<file path="src/rtl/fire_control.sv">
// fire_control: turns a fire scancode into a single one-hot create pulse
// for the lowest free bullet slot. After the pulse it waits for that bullet
// to go active, enforces a cooldown, and then requires the key to be
// released before the next shot can be taken.
//
// state      | meaning
// -----------+---------------------------------------------------------
// S_IDLE     | waiting for fire key, live tank and a free slot
// S_FIRE     | one-cycle create pulse to the latched slot
// S_WAIT_ACK | waiting for the chosen bullet to report active (timed)
// S_COOLDOWN | minimum spacing between accepted shots
// S_HOLD     | waiting for key release so a held key fires only once
module fire_control #(
  parameter int         NUM_BULLETS = 5,
  parameter logic [7:0] FIRE_KEY    = 8'h2C,
  parameter logic [15:0] COOLDOWN   = 16'd15,
  parameter logic [3:0] ACK_TIMEOUT = 4'd4
) (
  input  logic                   frame_clk,
  input  logic                   Reset,
  input  logic [31:0]            keycode,
  input  logic                   tank_alive,
  input  logic [NUM_BULLETS-1:0] bullet_active,
  output logic [NUM_BULLETS-1:0] create,
  output logic [2:0]             slot_idx,
  output logic                   busy,
  output logic [7:0]             shot_count,
  output logic                   ack_err
);

  localparam logic [2:0] S_IDLE     = 3'd0;
  localparam logic [2:0] S_FIRE     = 3'd1;
  localparam logic [2:0] S_WAIT_ACK = 3'd2;
  localparam logic [2:0] S_COOLDOWN = 3'd3;
  localparam logic [2:0] S_HOLD     = 3'd4;

  // The ack timer counts down to zero, so it is loaded one short of the
  // number of cycles to wait; a zero timeout still gets one cycle.
  localparam logic [3:0] ACK_LOAD = (ACK_TIMEOUT == 4'd0) ? 4'd0 : ACK_TIMEOUT - 4'd1;

  logic [2:0]  state;
  logic [3:0]  ack_cnt;
  logic [15:0] cd_cnt;
  logic        fire_pressed;
  logic [2:0]  free_slot;
  logic        have_free;
  logic [7:0]  active_pad;
  logic [7:0]  onehot;
  logic        slot_ack;

  // Fire request: any of the four scancode bytes matching the fire key.
  always_comb begin
    fire_pressed = 1'b0;
    for (int k = 0; k < 4; k++) begin
      if (keycode[k*8 +: 8] == FIRE_KEY) fire_pressed = 1'b1;
    end
  end

  // Lowest-index inactive bullet wins; scan downward so the last hit is lowest.
  always_comb begin
    free_slot = 3'd0;
    have_free = 1'b0;
    for (int i = NUM_BULLETS - 1; i >= 0; i--) begin
      if (!bullet_active[i]) begin
        free_slot = 3'(i);
        have_free = 1'b1;
      end
    end
  end

  // Widen bullet status to 8 bits so slot_idx can index it for any slot count.
  always_comb begin
    active_pad = '0;
    active_pad[NUM_BULLETS-1:0] = bullet_active;
  end

  // One-hot decode of the slot about to be fired.
  always_comb begin
    onehot = '0;
    onehot[free_slot] = 1'b1;
  end

  assign slot_ack = active_pad[slot_idx];
  assign busy     = (state != S_IDLE);

  // Shot sequencer: state, latched slot, create pulse, counters and error flag.
  always_ff @(posedge frame_clk) begin
    if (!Reset) begin
      state      <= S_IDLE;
      create     <= '0;
      slot_idx   <= 3'd0;
      shot_count <= 8'd0;
      ack_err    <= 1'b0;
      ack_cnt    <= 4'd0;
      cd_cnt     <= 16'd0;
    end else begin
      create <= '0;
      case (state)
        S_IDLE: begin
          if (fire_pressed && tank_alive && have_free) begin
            state    <= S_FIRE;
            slot_idx <= free_slot;
            create   <= onehot[NUM_BULLETS-1:0];
          end
        end
        S_FIRE: begin
          shot_count <= shot_count + 8'd1;
          ack_cnt    <= ACK_LOAD;
          state      <= S_WAIT_ACK;
        end
        S_WAIT_ACK: begin
          if (slot_ack) begin
            cd_cnt <= COOLDOWN;
            state  <= S_COOLDOWN;
          end else if (ack_cnt == 4'd0) begin
            ack_err <= 1'b1;
            cd_cnt  <= COOLDOWN;
            state   <= S_COOLDOWN;
          end else begin
            ack_cnt <= ack_cnt - 4'd1;
          end
        end
        S_COOLDOWN: begin
          if (cd_cnt == 16'd0) state <= S_HOLD;
          else                 cd_cnt <= cd_cnt - 16'd1;
        end
        S_HOLD: begin
          if (!fire_pressed) state <= S_IDLE;
        end
        default: state <= S_IDLE;
      endcase
    end
  end

endmodule

</file>
<file path="config.mk">
export PLATFORM = sky130hd
export DESIGN_NAME = fire_control
export DESIGN_NICKNAME = d
export VERILOG_FILES = /design/src/rtl/fire_control.sv
export SDC_FILE = /design/constraint.sdc
export NUM_CORES = 1
export LEC_CHECK = 0
export CORE_ASPECT_RATIO = 0.75
export CORE_UTILIZATION = 43
export CTS_CLUSTER_SIZE = 28
export DETAILED_ROUTE_END_ITERATION = 6
export PLACE_DENSITY_LB_ADDON = 0.2
export SYNTH_ARGS = -nofsm -noshare
export SYNTH_HDL_FRONTEND = slang
export SYNTH_SLANG_ARGS = --single-unit
</file>
<file path="constraint.sdc">
create_clock -name frame_clk -period 2.05 [get_ports frame_clk]
set_input_delay 0.41 -clock frame_clk [delete_from_list [all_inputs] [get_ports frame_clk]]
set_output_delay 0.41 -clock frame_clk [all_outputs]
set_load 0.01 [all_outputs]
</file>
==> results.txt <==
Wire length per cell = 14.51 um
CP arrival = 2420 ps
Total GRT Usage = 24.01%
Worst Hold Class = register to register
Cts-stage hold buffer count = 0
Static leakage = 1.313 nW
First-pass GRT wire length = 9584 um
Core footprint = 4572 um2
Fin area = 3312 um2
Port Buffers = 57
Cells after DPL = 398
WL final = 5949 um
Async SR Flop Fraction = 0%
Logic pwr share = 14.1%
Most common library cell in the layout ignoring fill and taps = clkdlybuf4s50_1
RSZ-0062 raised after global routing = true
Area delta synth->final = 57.84%
Switching Fraction = 21.15%
Fin util = 72.44%
Hold wc startpoint = ack_cnt[0]
Worst path cell trace = or4_4 -> or4_4 -> buf_4 -> buf_6 -> or4_4 -> a21oi_2
Cell variety after synth = 44
Sequential share of the synthesized area = 38.16%
Clock root buffer = clkbuf_8
Worst Setup End Kind = register
Worst-path clk slew = 80 ps
Setup Viol. Count Final = 3
Grt ovf = 0
Hold WS = 481.5 ps
Clock buffer count from CTS = 5
Total chip power = 1.791 mW
Initial antenna violation count = 0
Slew Viols, Final = 0
Post-synth net total = 292
Mapped cell area = 2098 um2
Max-slew headroom = 71.21%
Total negative setup slack = -395.0 ps
Sequential share of power = 43.9%
Slowest Stage Delay on Critical Path = 550 ps
Tcrit/Tclk final = 107.2%
DIE WIDTH = 82.66 um
Initial DRC Count = 105
Largest net degree at the start of global routing = 16
Clock power frac = 42.0%
Io pins = 58
Post-Layout Cell Count = 410
Hpwl dp = 4431 um
Post-route ant nets = 0
Critical path launch point type = register
Switching power = 378.8 uW
Least-Margin Pin Slew = 428.6 ps
GP Congestion = 0.8863
WS Path Type = register to register
Critical path origin = cd_cnt[6]
Worst path most repeated cell = or4_4
Vias = 2255
Pre-CTS setup slack = -383.3 ps
WP data required = 2280 ps
Pint = 1.413 mW
# rows = 21
First-pass DRT Iterations = 4
Status = finished, violations left
Worst path slowest cell = or4_4
DRC Markers = 0
Clock Latency Late Sink = 290 ps
Cells after synthesis = 248
Number of synthesized flops with an enable pin = 0
Clock sink count = 40
Final Hold Vio Count = 0
Vias in the first global route = 2136
Synth Area per Inst = 8.461 um2
Fmax = 455.2 MHz
Reg2reg start = cd_cnt[6]
DP Area = 3073 um2
Die area = 5166 um2
Max-cap violations = 0
Violated checks = setup timing
Initial Util = 45.89%
Final worst path period need = 2197 ps
Clk_skew = 8.574 ps
Ant. Diodes = 0
Final WS setup = -146.9 ps
#FFs+latches synth = 40
Worst-path fanout max = 3
Die Height = 62.50 um
Primary FF master, synth = dfxtp_1
Pwr/cell area = 540.9 nW/um2
Ratio of cells with drive above 1 in the final layout = 23.51%
Most frequent cells in the layout = 56 x clkdlybuf4s50_1, 49 x buf_4, 36 x dfxtp_1, 23 x nor2_1
YS warnings = 0
Vias per inst = 5.500
Clock tree buffer depth = 2
Nets = 397
Worst IR Drop VDD = 0.3808 mV
CTS tree = yes
Maximum level of the CTS H-tree = 2
[timing repair]
item,CTS,global route
cloned,0,0
endpoints found under the setup margin,7,14
buffers inserted,0,5
pin swaps,1,3
gates resized for setup,2,19
[routing by layer]
layer	GRT usage [%]	vias up	part of all wire, %
met1	35.38	1026	48
met4	6.681	0	0.64
li1	-	1144	-
met3	4.672	4	6.3
met2	35.14	81	45
met5	0	-	0
[Yosys cell counts (2+ instances only)]
master,instances,area (um2)
nand4_1,11,68.82
mux2i_1,9,90.09
a211oi_1,4,30.03
dfxtp_1,40,800.8
nor4b_1,6,52.55
ha_1,4,50.05
or3_1,4,25.02
nand2b_1,5,31.28
o41ai_1,3,26.28
clkbuf_1,8,30.03
or4_1,6,45.04
o31ai_1,8,60.06
xor2_1,6,52.55
buf_2,3,15.01
nor4_1,4,25.02
or4_4,2,22.52
nor3b_1,3,22.52
nand3b_1,7,52.55
o21ai_0,4,20.02
nor3_1,11,55.05
o21a_1,2,15.01
and4_1,3,26.28
nor2_1,23,86.33
nand3_1,11,55.05
a21oi_1,17,85.08
inv_1,10,37.54
nand2_1,14,52.55
xnor2_1,2,17.52
a31oi_1,3,18.77
[power groups by stage]
stage	Combinational [mW]	Sequential, mW	Clock, mW
5_1_grt	0.273	0.788	0.803
2_1_floorplan	0.0841	0.805	0
3_3_place_gp	0.233	0.805	0
6_report	0.253	0.787	0.752
3_5_place_dp	0.237	0.805	0
4_1_cts	0.238	0.786	0.760
[flip-flops by register name, indices dropped and copies added (netlist names)]
| name | cells |
|---|---|
| shot_count | 8 |
| ack_err | 1 |
| create | 5 |
| cd_cnt | 16 |
| state | 3 |
| slot_idx | 3 |
| ack_cnt | 4 |
[cell families after synthesis]
| family | synth area share [%] |
|---|---|
| buffers and inverters | 3.936 |
| flip-flops | 38.16 |
| XOR/XNOR | 3.339 |
| adder cells (fa/ha/maj) | 2.385 |
| AND/OR/NAND/NOR | 32.20 |
| multiplexers | 4.294 |
| AO/OA/AOI/OAI | 15.68 |
[critical path, delay by kind of cell, from the launching register on]
kind	cells	cell delay (ps)
flip-flops	1	320
AO/OA/AOI/OAI	1	140
buffers and inverters	2	260
AND/OR/NAND/NOR	3	1420
[cell type report]
cell class	instances	area, um2
Multi-Input combinational cell	187	1280
Fill cell	353	1260
Timing Repair Buffer	109	988.4
Sequential cell	40	805.8
Tap cell	57	71.32
Clock buffer	5	68.82
Clock inverter	2	60.06
Inverter	10	37.54
[path summary, 6_finish.rpt]
path | slack [ps] | to | cells after the start
worst min-delay path | 480 | ack_cnt[0] | 1
worst max register to register | -150 | cd_cnt[11] | 6
worst max-delay path | -150 | cd_cnt[11] | 6
worst min register to register | 480 | ack_cnt[0] | 1
(Power assumes the default switching activity.)
